### config.mk
export PLATFORM = sky130hd
export DESIGN_NAME = cub_scache_bank_arb_flat
export DESIGN_NICKNAME = d
export VERILOG_FILES = /design/src/rtl/cub_scache_pkg.sv /design/src/rtl/cub_scache_bank_arb_if.sv /design/src/rtl/cub_scache_rr_arb.sv /design/src/rtl/cub_scache_bank_arb.sv /design/src/flat_wrapper.sv
export SDC_FILE = /design/constraint.sdc
export NUM_CORES = 1
export LEC_CHECK = 0
export ABC_AREA = 1
export CAP_MARGIN = 0
export CORE_AREA = 2 2 151 153
export CTS_BUF_LIST = sky130_fd_sc_hd__clkbuf_16
export DETAILED_ROUTE_END_ITERATION = 8
export DIE_AREA = 0 0 153 155
export GPL_TIMING_DRIVEN = 1
export PLACE_DENSITY_LB_ADDON = 0.05
export SLEW_MARGIN = 40
export SYNTH_ARGS = -nofsm -noshare
export SYNTH_HDL_FRONTEND = slang
export SYNTH_SLANG_ARGS = --single-unit
### constraint.sdc
create_clock -name clk -period 7 [get_ports clk]
set_clock_uncertainty 0.15 [all_clocks]
set_input_delay 0.7 -clock clk [delete_from_list [all_inputs] [get_ports clk]]
set_output_delay 0.7 -clock clk [all_outputs]
set_load 0.05 [all_outputs]
### src/rtl/cub_scache_pkg.sv
// Shared constants, request record and address helpers for the scratch-cache bank arbiter.
// The bank geometry (depth, width, bank count) is fixed here and used by every file.
package cub_scache_pkg;

    localparam int REQ_CFLOW_WR = 0;
    localparam int REQ_CFLOW_RD = 1;
    localparam int REQ_CORE     = 2;
    localparam int NREQ_DEFAULT = 3;

    localparam int SCACHE_RAM_WDEPTH = 128;
    localparam int SCACHE_RAM_DWID   = 32;
    localparam int BANK_NUM          = 2;

    localparam int DWID    = SCACHE_RAM_DWID;
    localparam int WAW     = $clog2(SCACHE_RAM_WDEPTH);
    localparam int BANK_AW = $clog2(BANK_NUM);
    localparam int BAW     = WAW - BANK_AW;

    typedef struct packed {
        logic            we;
        logic [3:0]      be;
        logic [DWID-1:0] wdata;
        logic [WAW-1:0]  addr;
    } scache_req_t;

    // Word-interleaved: the low address bits pick the bank.
    function automatic logic [BANK_AW-1:0] bank_of(input logic [WAW-1:0] addr);
        return addr[BANK_AW-1:0];
    endfunction

    function automatic logic [BAW-1:0] bank_addr_of(input logic [WAW-1:0] addr);
        return addr[WAW-1:BANK_AW];
    endfunction

endpackage

### src/rtl/cub_scache_bank_arb_if.sv
// Requester-side and SRAM-side signal bundle of the scratch-cache bank arbiter.
// A requester holds arb_req and its attributes until arb_gnt; the response arrives as a one-cycle arb_rvalid pulse.
interface cub_scache_bank_arb_if
    import cub_scache_pkg::*;
#(
    parameter int NREQ = NREQ_DEFAULT
);
    logic                               arb_freeze;
    logic [NREQ-1:0]                    arb_req;
    logic [NREQ-1:0]                    arb_we;
    logic [NREQ-1:0][3:0]               arb_be;
    logic [NREQ-1:0][DWID-1:0]          arb_wdata;
    logic [NREQ-1:0][WAW-1:0]           arb_addr;
    logic [NREQ-1:0]                    arb_gnt;
    logic [NREQ-1:0]                    arb_rvalid;
    logic [NREQ-1:0][DWID-1:0]          arb_rdata;

    logic [BANK_NUM-1:0]                ram_en;
    logic [BANK_NUM-1:0]                ram_we;
    logic [BANK_NUM-1:0][3:0]           ram_bm;
    logic [BANK_NUM-1:0][BAW-1:0]       ram_addr;
    logic [BANK_NUM-1:0][DWID-1:0]      ram_wr_data;
    logic [BANK_NUM-1:0][DWID-1:0]      ram_rd_data;

    modport slave (
        input  arb_freeze, arb_req, arb_we, arb_be, arb_wdata, arb_addr, ram_rd_data,
        output arb_gnt, arb_rvalid, arb_rdata, ram_en, ram_we, ram_bm, ram_addr, ram_wr_data
    );

    modport master (
        output arb_freeze, arb_req, arb_we, arb_be, arb_wdata, arb_addr, ram_rd_data,
        input  arb_gnt, arb_rvalid, arb_rdata, ram_en, ram_we, ram_bm, ram_addr, ram_wr_data
    );

endinterface

### src/rtl/cub_scache_rr_arb.sv
// Round-robin picker for one bank: first requester at or after the pointer wins,
// and the pointer moves just past the winner only when a grant is issued.
module cub_scache_rr_arb #(
    parameter int NREQ = 3,
    parameter int PW   = $clog2(NREQ)
) (
    input  logic            clk,
    input  logic            rst_n,
    input  logic            en_i,
    input  logic [NREQ-1:0] req_i,
    output logic [NREQ-1:0] gnt_o,
    output logic [PW-1:0]   gnt_id_o,
    output logic            gnt_vld_o
);

    logic [PW-1:0] ptr_q, ptr_d;
    logic [PW:0]   sum;
    logic [PW-1:0] idx;

    always_comb begin
        gnt_o     = '0;
        gnt_id_o  = '0;
        gnt_vld_o = 1'b0;
        sum       = '0;
        idx       = '0;
        for (int k = 0; k < NREQ; k++) begin
            sum = {1'b0, ptr_q} + (PW+1)'(k);
            if (sum >= (PW+1)'(NREQ)) begin
                sum = sum - (PW+1)'(NREQ);
            end
            idx = sum[PW-1:0];
            if (en_i && !gnt_vld_o && req_i[idx]) begin
                gnt_vld_o  = 1'b1;
                gnt_id_o   = idx;
                gnt_o[idx] = 1'b1;
            end
        end
        ptr_d = ptr_q;
        if (gnt_vld_o) begin
            ptr_d = (gnt_id_o == PW'(NREQ-1)) ? '0 : gnt_id_o + 1'b1;
        end
    end

    always_ff @(posedge clk or negedge rst_n) begin
        if (!rst_n) begin
            ptr_q <= '0;
        end else begin
            ptr_q <= ptr_d;
        end
    end

endmodule

### src/rtl/cub_scache_bank_arb.sv
// Shares the word-interleaved scratch-cache SRAM banks among NREQ requesters,
// one round-robin grant per bank per cycle, and routes the 1-cycle response back to its issuer.
module cub_scache_bank_arb
    import cub_scache_pkg::*;
#(
    parameter int NREQ = NREQ_DEFAULT
) (
    input logic                  clk,
    input logic                  rst_n,
    cub_scache_bank_arb_if.slave bus
);

    localparam int PW = $clog2(NREQ);

    scache_req_t                         req_s [NREQ];
    logic [BANK_NUM-1:0][NREQ-1:0]       cand;
    logic [BANK_NUM-1:0][NREQ-1:0]       bank_gnt;
    logic [BANK_NUM-1:0][PW-1:0]         win_id;
    logic [BANK_NUM-1:0]                 win_vld;
    logic                                grant_en;
    scache_req_t                         sel;

    logic [BANK_NUM-1:0]                 rsp_vld_q, rsp_vld_d;
    logic [BANK_NUM-1:0][PW-1:0]         rsp_id_q, rsp_id_d;
    logic [BANK_NUM-1:0]                 rsp_we_q, rsp_we_d;

    logic [NREQ-1:0]                     gnt_c;
    logic [NREQ-1:0]                     rvalid_c;
    logic [NREQ-1:0][DWID-1:0]           rdata_c;

    // Holding grants off during reset keeps the SRAM strobes inactive asynchronously.
    assign grant_en = ~bus.arb_freeze & rst_n;

    always_comb begin
        cand = '0;
        for (int i = 0; i < NREQ; i++) begin
            req_s[i] = '{we: bus.arb_we[i], be: bus.arb_be[i],
                         wdata: bus.arb_wdata[i], addr: bus.arb_addr[i]};
            for (int b = 0; b < BANK_NUM; b++) begin
                cand[b][i] = bus.arb_req[i] && (bank_of(bus.arb_addr[i]) == BANK_AW'(b));
            end
        end
    end

    for (genvar gb = 0; gb < BANK_NUM; gb++) begin : g_bank
        cub_scache_rr_arb #(.NREQ(NREQ)) u_rr (
            .clk       (clk),
            .rst_n     (rst_n),
            .en_i      (grant_en),
            .req_i     (cand[gb]),
            .gnt_o     (bank_gnt[gb]),
            .gnt_id_o  (win_id[gb]),
            .gnt_vld_o (win_vld[gb])
        );
    end

    always_comb begin
        gnt_c = '0;
        for (int b = 0; b < BANK_NUM; b++) begin
            gnt_c = gnt_c | bank_gnt[b];
        end
        bus.arb_gnt = gnt_c;
    end

    always_comb begin
        bus.ram_en      = '0;
        bus.ram_we      = '0;
        bus.ram_bm      = '0;
        bus.ram_addr    = '0;
        bus.ram_wr_data = '0;
        rsp_we_d        = '0;
        sel             = '0;
        for (int b = 0; b < BANK_NUM; b++) begin
            if (win_vld[b]) begin
                sel                = req_s[win_id[b]];
                bus.ram_en[b]      = 1'b1;
                bus.ram_we[b]      = sel.we;
                bus.ram_bm[b]      = sel.we ? sel.be : 4'h0;
                bus.ram_addr[b]    = bank_addr_of(sel.addr);
                bus.ram_wr_data[b] = sel.wdata;
                rsp_we_d[b]        = sel.we;
            end
        end
        rsp_vld_d = win_vld;
        rsp_id_d  = win_id;
    end

    always_ff @(posedge clk or negedge rst_n) begin
        if (!rst_n) begin
            rsp_vld_q <= '0;
            rsp_id_q  <= '0;
            rsp_we_q  <= '0;
        end else begin
            rsp_vld_q <= rsp_vld_d;
            rsp_id_q  <= rsp_id_d;
            rsp_we_q  <= rsp_we_d;
        end
    end

    // Writes are acknowledged too, with zero data, so the LSU sees one response per access.
    always_comb begin
        rvalid_c = '0;
        rdata_c  = '0;
        for (int b = 0; b < BANK_NUM; b++) begin
            if (rsp_vld_q[b]) begin
                rvalid_c[rsp_id_q[b]] = 1'b1;
                rdata_c[rsp_id_q[b]]  = rsp_we_q[b] ? '0 : bus.ram_rd_data[b];
            end
        end
        bus.arb_rvalid = rvalid_c;
        bus.arb_rdata  = rdata_c;
    end

    for (genvar gi = 0; gi < NREQ; gi++) begin : g_hold_chk
        a_req_hold: assert property (@(posedge clk) disable iff (!rst_n)
            (bus.arb_req[gi] && !bus.arb_gnt[gi]) |=> (bus.arb_req[gi] && $stable(req_s[gi])));
    end

endmodule
### src/flat_wrapper.sv
// flat-port wrapper written by rule: the top's interface ports become plain ports
module cub_scache_bank_arb_flat import cub_scache_pkg::*;
#(
    parameter int NREQ = NREQ_DEFAULT
)
  (clk, rst_n, bus_arb_freeze, bus_arb_req, bus_arb_we, bus_arb_be, bus_arb_wdata, bus_arb_addr, bus_ram_rd_data, bus_arb_gnt, bus_arb_rvalid, bus_arb_rdata, bus_ram_en, bus_ram_we, bus_ram_bm, bus_ram_addr, bus_ram_wr_data);
  cub_scache_bank_arb_if #(.NREQ(NREQ)) bus_i ();
  input logic clk;
  input logic rst_n;
  input wire logic [$bits(bus_i.arb_freeze)-1:0] bus_arb_freeze;
  input wire logic [$bits(bus_i.arb_req)-1:0] bus_arb_req;
  input wire logic [$bits(bus_i.arb_we)-1:0] bus_arb_we;
  input wire logic [$bits(bus_i.arb_be)-1:0] bus_arb_be;
  input wire logic [$bits(bus_i.arb_wdata)-1:0] bus_arb_wdata;
  input wire logic [$bits(bus_i.arb_addr)-1:0] bus_arb_addr;
  input wire logic [$bits(bus_i.ram_rd_data)-1:0] bus_ram_rd_data;
  output wire logic [$bits(bus_i.arb_gnt)-1:0] bus_arb_gnt;
  output wire logic [$bits(bus_i.arb_rvalid)-1:0] bus_arb_rvalid;
  output wire logic [$bits(bus_i.arb_rdata)-1:0] bus_arb_rdata;
  output wire logic [$bits(bus_i.ram_en)-1:0] bus_ram_en;
  output wire logic [$bits(bus_i.ram_we)-1:0] bus_ram_we;
  output wire logic [$bits(bus_i.ram_bm)-1:0] bus_ram_bm;
  output wire logic [$bits(bus_i.ram_addr)-1:0] bus_ram_addr;
  output wire logic [$bits(bus_i.ram_wr_data)-1:0] bus_ram_wr_data;
  assign bus_i.arb_freeze = bus_arb_freeze;
  assign bus_i.arb_req = bus_arb_req;
  assign bus_i.arb_we = bus_arb_we;
  assign bus_i.arb_be = bus_arb_be;
  assign bus_i.arb_wdata = bus_arb_wdata;
  assign bus_i.arb_addr = bus_arb_addr;
  assign bus_i.ram_rd_data = bus_ram_rd_data;
  assign bus_arb_gnt = bus_i.arb_gnt;
  assign bus_arb_rvalid = bus_i.arb_rvalid;
  assign bus_arb_rdata = bus_i.arb_rdata;
  assign bus_ram_en = bus_i.ram_en;
  assign bus_ram_we = bus_i.ram_we;
  assign bus_ram_bm = bus_i.ram_bm;
  assign bus_ram_addr = bus_i.ram_addr;
  assign bus_ram_wr_data = bus_i.ram_wr_data;
  cub_scache_bank_arb #(.NREQ(NREQ)) u_core (.clk(clk), .rst_n(rst_n), .bus(bus_i));
endmodule
==> results of run 1 <==
-- cells by family (layout without fill, tap and decap cells) --
logic type / after synthesis / after routing / share of synthesized area, %
AO/OA/AOI/OAI: 245 / 245 / 23.1
other: 0 / 1 / 0
flip-flops: 12 / 12 / 5.59
adder cells (fa/ha/maj): 8 / 8 / 1.86
AND/OR/NAND/NOR: 646 / 646 / 49.9
buffers and inverters: 253 / 586 / 19.5
-- worst min-delay path, cell delays in order, from the launching register on --
cell and delay, ns:
dfrtp_1 0.40, nor2_1 0.07, nor2_1 0.09
-- flip-flops by register name (all words and copies together) (netlist names) --
name                      count
u_core.g_bank.u_rr.ptr_q      4
u_core.rsp_id_q               4
u_core.rsp_vld_q              2
u_core.rsp_we_q               2
-- through the flow --
stage,worst slack [ns],power [W],util (%)
final,1.57,0.00418,42.6
after global routing,1.18,0.00445,42.6
after CTS,1.46,0.00421,42.6
after floorplan,3.65,0.00279,-
after global placement,1.52,0.00411,42.2
after detailed placement,1.46,0.00409,42.2
-- cells in the mapped netlist (all sizes together) --
cell type / n
nand3: 88
a31oi: 2
o2111ai: 2
or2: 14
clkbuf: 49
a21oi: 68
buf: 29
ha: 8
nor2: 236
nor3: 1
dfrtp: 12
nand2: 302
nand4: 5
inv: 175
o21ai: 173
-- placed cells by master, fill, tap and decap left out, types with 4 or more instances in the layout --
cell type and count:
o21ai_0 135, a21oi_1 67, nor2_1 227, dfrtp_1 12, inv_1 163, buf_4 16
nand4_1 4, clkdlybuf4s50_1 391, inv_2 11, nand3_1 79, ha_1 8, nor2_2 6
or2_2 14, nand2_1 297, o21ai_1 37, nand3_2 9
-- path summary, 6_finish.rpt --
check | start | end | cells past startpoint
worst min-delay path | u_core.g_bank[1].u_rr.ptr_q[0] | u_core.g_bank[1].u_rr.ptr_q[0] | 2
worst max-delay path | rst_n | bus_ram_wr_data[24] | 13
max in group asynchronous | rst_n | u_core.g_bank[0].u_rr.ptr_q[1] | 1
worst min register to register | u_core.g_bank[1].u_rr.ptr_q[0] | u_core.g_bank[1].u_rr.ptr_q[0] | 2
worst max register to register | u_core.g_bank[1].u_rr.ptr_q[0] | u_core.rsp_we_q[1] | 14
min in group asynchronous | rst_n | u_core.rsp_we_q[1] | 1
-- power groups by stage --
| stage | Clock (W) | Combinational (W) | Sequential [W] |
|---|---|---|---|
| after floorplan | 0 | 0.00267 | 0.000118 |
| after global placement | 0 | 0.00399 | 0.000120 |
| after detailed placement | 0 | 0.00397 | 0.000121 |
| after CTS | 0.000106 | 0.00399 | 0.000121 |
| after global routing | 0.000110 | 0.00421 | 0.000125 |
| final | 0.000103 | 0.00395 | 0.000120 |
-- final cells by class --
type | instances | area, µm² | area share [%]
antenna | 1 | 2.50 | 0.0264
clock buffer | 3 | 75.1 | 0.793
clock inverter | 1 | 3.75 | 0.0396
inverter | 175 | 657 | 6.94
multi-input combinational | 899 | 4040 | 42.7
sequential | 12 | 300 | 3.17
tap | 285 | 357 | 3.77
timing repair buffer | 407 | 4030 | 42.6
-- routing by layer --
| metal | global-route usage [%] | share of wire [%] |
|---|---|---|
| met4 | 5.82 | 2.7 |
| met5 | 0 | 0 |
| met1 | 27.5 | 40 |
| met3 | 4.65 | 8.1 |
| met2 | 42.0 | 50 |
==> impl_metrics.env, run 1 <==
export IMPL_rsz0062_at_grt="no"
export IMPL_synth_top_area_share_pct=20.7
export IMPL_path_max_fanout=39
export IMPL_seqPwrFrac_pct=2.9
export IMPL_ioPinCount=392
export IMPL_place_inst=1778
export IMPL_drt_first_pass_iters=5
export IMPL_cap_violations=0
export IMPL_hold_ws_ns=0.445
export IMPL_slowest_delay_ns=0.85
export IMPL_worst_setup_path_type="input pin to output pin"
export IMPL_clock_sinks=12
export IMPL_avgSynthCellArea_um2=4.62
export IMPL_cp_top_family="buffers and inverters"
export IMPL_p_leak_nw=4.48
export IMPL_route_detailed_drc=0
export IMPL_grt_pass1_wl_um=44300
export IMPL_start_util_pct=24.2
export IMPL_finalWeightedCongestion=0.904
export IMPL_cts_buffers=3
export IMPL_grt_pass1_vias=7850
export IMPL_clk_latency_ns=0.24
export IMPL_overflow=0
export IMPL_ys_seq_area_share_pct=5.59
export IMPL_core_area_um2=22200
export IMPL_clk_pin_slew_worst_paths_ns=0.04
export IMPL_syn_area_um2=5370
export IMPL_postCtsHoldBufs=0
export IMPL_antenna_found_initial=1
export IMPL_synthDistinctLibCells=29
export IMPL_ff2ff_setup_slack_ns=3.89
export IMPL_synth_area_leaders="nand2_1 21%, nor2_1 16%, o21ai_0 13%, inv_1 12%, nand3_1 7.5%"
export IMPL_yosysTopAreaCell="nand2_1"
export IMPL_port_buffers=391
export IMPL_ir_drop_v=0.000301
export IMPL_post_route_period_util_pct=77.6
export IMPL_period_needed_ns=5.43
export IMPL_syn2layout_area_growth_pct=76.2
export IMPL_powerDensity_nw_per_um2=441
export IMPL_synth_cells=1164
export IMPL_ctsHtreeMaxLevel=1
export IMPL_cp_end_kind="output pin"
export IMPL_maxSlewViolCount=0
export IMPL_grtUsageTotal_pct=23.0
export IMPL_drive_gt1_share_pct=4.68
export IMPL_synth_nets=1374
export IMPL_fmax_mhz=184
export IMPL_drt_initial_drc_count=542
export IMPL_grt_max_degree=71
export IMPL_wl_per_cell_um=16.4
export IMPL_row_count=55
export IMPL_cpMaxStageDelayCell="clkdlybuf4s50_1"
export IMPL_route_antenna_remaining_nets=0
export IMPL_worstPathRequired_ns=6.15
export IMPL_die_x_um=153
export IMPL_switchingPower_w=0.00284
export IMPL_min_path_type="flip-flop to flip-flop"
export IMPL_dp_hpwl_um=21900
export IMPL_tns_ns=0
export IMPL_fillers=2436
export IMPL_fin_area_um2=9470
export IMPL_vias=8325
export IMPL_clockBufferDepth=2
export IMPL_cts_root_buffer="clkbuf_16"
export IMPL_p_clk_share_pct=2.5
export IMPL_die_area_um2=23700
export IMPL_die_y_um=155
export IMPL_worst_slew_pin_slew_ns=0.817
export IMPL_synth_warnings=0
export IMPL_p_sw_share_pct=68.1
export IMPL_ys_seq_elements=12
export IMPL_nets=1708
export IMPL_relSlewSlack_pct=45.3
export IMPL_drt_wl_total_um=29300
export IMPL_start_kind="input pin"
export IMPL_setup_viol=0
export IMPL_intPower_w=0.00133
export IMPL_placed_area_um2=9390
export IMPL_viasPerCell=4.67
export IMPL_cts_tree="built"
export IMPL_post_cts_resized=0
export IMPL_worst_path_buf_inv=4
export IMPL_cts_setup_buffers=0
export IMPL_crit_chain="clkdlybuf4s50_1 > inv_1 > nor2_4 > nand2_1 > nor2_2 > nand3_1 > nand2_1 > nor2_2 > buf_4 > nand2_2 > o21ai_0 > nor2_1 > clkdlybuf4s50_1"
export IMPL_p_comb_share_pct=94.7
export IMPL_finalHoldViolCount=0
export IMPL_fin_cells=1783
export IMPL_cp_arrival_ns=4.58
export IMPL_status="complete, no violations"
Power figures use the tool's default switching activity.
==> inputs of run 2 (changes only) <==
clock period = 5.5 ns   (was 7 ns; I/O delays follow)
==> run 2 against run 1 <==
Effect of this change: utilization barely moved; die area unchanged; register-to-register slack got worse by 1.4 ns; highest routed layer is now met5; largest power group unchanged; first-iteration DRC count decreased by 21%; via count is 0.37% lower; clock-buffer cell count unchanged; clock power up 27%; critical path depth unchanged; final cell count unchanged; total power is 27% higher; hold slack better by 0.0090 ns.
==> impl_metrics.env, run 2 (synthesis gave the netlist of run 1 again) <==
export IMPL_drt_wl_total_um=29100
export IMPL_route_antenna_remaining_nets=0
export IMPL_relSlewSlack_pct=50.0
export IMPL_ctsHtreeMaxLevel=1
export IMPL_fmax_mhz=213
export IMPL_cts_setup_buffers=0
export IMPL_path_max_fanout=70
export IMPL_hold_ws_ns=0.454
export IMPL_fin_cells=1783
export IMPL_fin_area_um2=9470
export IMPL_grt_pass1_wl_um=43100
export IMPL_crit_chain="clkdlybuf4s50_1 > buf_4 > inv_1 > nor2_4 > nand3_1 > nand2_2 > inv_2 > nand3_2 > nand2_4 > inv_2 > o21ai_0 > nor2_1 > clkdlybuf4s50_1"
export IMPL_post_cts_resized=0
export IMPL_cts_tree="built"
export IMPL_worstPathRequired_ns=4.80
export IMPL_rsz0062_at_grt="no"
export IMPL_drt_initial_drc_count=428
export IMPL_wl_per_cell_um=16.3
export IMPL_port_buffers=391
export IMPL_regArea_um2=300
export IMPL_cts_root_buffer="clkbuf_16"
export IMPL_clk_latency_ns=0.24
export IMPL_grt_max_degree=71
export IMPL_ff2ff_path_depth=14
export IMPL_drt_first_pass_iters=5
export IMPL_dp_hpwl_um=21800
export IMPL_postCtsHoldBufs=0
export IMPL_cap_violations=0
export IMPL_die_area_um2=23700
export IMPL_setup_viol=0
export IMPL_worst_setup_path_type="input pin to output pin"
export IMPL_finalWeightedCongestion=0.951
export IMPL_worst_slew_pin_slew_ns=0.750
export IMPL_placed_area_um2=9390
export IMPL_vias=8294
export IMPL_min_path_cells=2
export IMPL_die_y_um=155
export IMPL_cpMaxStageDelayCell="clkdlybuf4s50_1"
export IMPL_start_util_pct=24.2
export IMPL_n_antenna_cell=0
export IMPL_maxSlewViolCount=0
export IMPL_ir_drop_v=0.000357
export IMPL_finalHoldViolCount=0
export IMPL_ioPinCount=392
export IMPL_nets=1709
export IMPL_slowest_delay_ns=0.86
export IMPL_drive_gt1_share_pct=4.94
export IMPL_multi_input_comb_area_um2=4030
export IMPL_fillers=2454
export IMPL_antenna_found_initial=1
export IMPL_clockBufferDepth=2
export IMPL_row_count=55
export IMPL_place_inst=1779
export IMPL_reg_top3="u_core.g_bank.u_rr.ptr_q x4, u_core.rsp_id_q x4"
export IMPL_final_common_cell="clkdlybuf4s50_1"
export IMPL_cp_end_kind="output pin"
export IMPL_power_total_w=0.00532
export IMPL_min_path_type="flip-flop to flip-flop"
export IMPL_start_kind="input pin"
export IMPL_clk_pin_slew_worst_paths_ns=0.04
export IMPL_worst_path_buf_inv=6
export IMPL_die_x_um=153
export IMPL_post_route_period_util_pct=85.4
export IMPL_cp_arrival_ns=3.99
export IMPL_core_area_um2=22200
export IMPL_status="complete, no violations"
export IMPL_syn2layout_area_growth_pct=76.3
export IMPL_final_cell_mix="387 x clkdlybuf4s50_1, 297 x nand2_1, 227 x nor2_1"
export IMPL_grtUsageTotal_pct=22.5
export IMPL_powerDensity_nw_per_um2=562
export IMPL_tns_ns=0
export IMPL_p_leak_nw=4.50
export IMPL_cp_top_family="buffers and inverters"
export IMPL_grt_pass1_vias=7664
export IMPL_overflow=0
export IMPL_cts_buffers=3
export IMPL_period_needed_ns=4.69
export IMPL_crit_cells=13
export IMPL_viasPerCell=4.65
export IMPL_route_detailed_drc=0
export IMPL_clock_sinks=12
## run 2: cell count changes in the layout (fill, tap and decap cells not counted), sizes merged
cell           before  now
diode               1    0
buf                16   21
clkinv              2    1
clkdlybuf4s50     391  387
inv               174  175
## run 2: layout make-up
cell class | count | share of cell area, %
timing repair buffer | 408 | 42.7
multi-input combinational | 899 | 42.6
inverter | 175 | 6.94
tap | 285 | 3.77
sequential | 12 | 3.17
clock buffer | 3 | 0.793
clock inverter | 1 | 0.0396
## run 2: path summary, 6_finish.rpt
| kind | from | endpoint | slack [ns] |
|---|---|---|---|
| min reg2reg | u_core.g_bank[1].u_rr.ptr_q[0] | u_core.g_bank[1].u_rr.ptr_q[0] | 0.45 |
| max | rst_n | bus_ram_addr[8] | 0.81 |
| max reg2reg | u_core.g_bank[1].u_rr.ptr_q[0] | u_core.rsp_we_q[1] | 2.49 |
| min | u_core.g_bank[1].u_rr.ptr_q[0] | u_core.g_bank[1].u_rr.ptr_q[0] | 0.45 |
| min in group asynchronous | rst_n | u_core.rsp_we_q[1] | 0.47 |
| max in group asynchronous | rst_n | u_core.g_bank[0].u_rr.ptr_q[1] | 4.57 |
## run 2: power breakdown
part	switching, W	internal [W]
sequential	0.0000266	0.000125
clock	0.0000358	0.0000955
combinational	0.00356	0.00148
## run 2: routing by layer
metal	routed length [µm]	global-route usage, %
met5	13	0
met4	809	6.00
met3	2600	5.57
met2	14600	41.5
met1	11100	25.8
## run 2: per-stage QoR
stage	setup slack (ns)	utilization, %
2_1_floorplan	2.31	-
3_3_place_gp	0.839	42.3
3_5_place_dp	0.792	42.3
4_1_cts	0.793	42.6
5_1_grt	0.514	42.6
6_report	0.805	42.6
## run 2: worst min-delay path, cell delays in order, from the launching register on
cell and delay [ns]:
dfrtp_1 0.39, nor2_1 0.06, nor2_1 0.10
==> inputs of run 3 (changes only) <==
CAP_MARGIN = 30   (was 0)
==> results of run 3 <==
Final layout, timing and power as in run 2 (identical DEF).
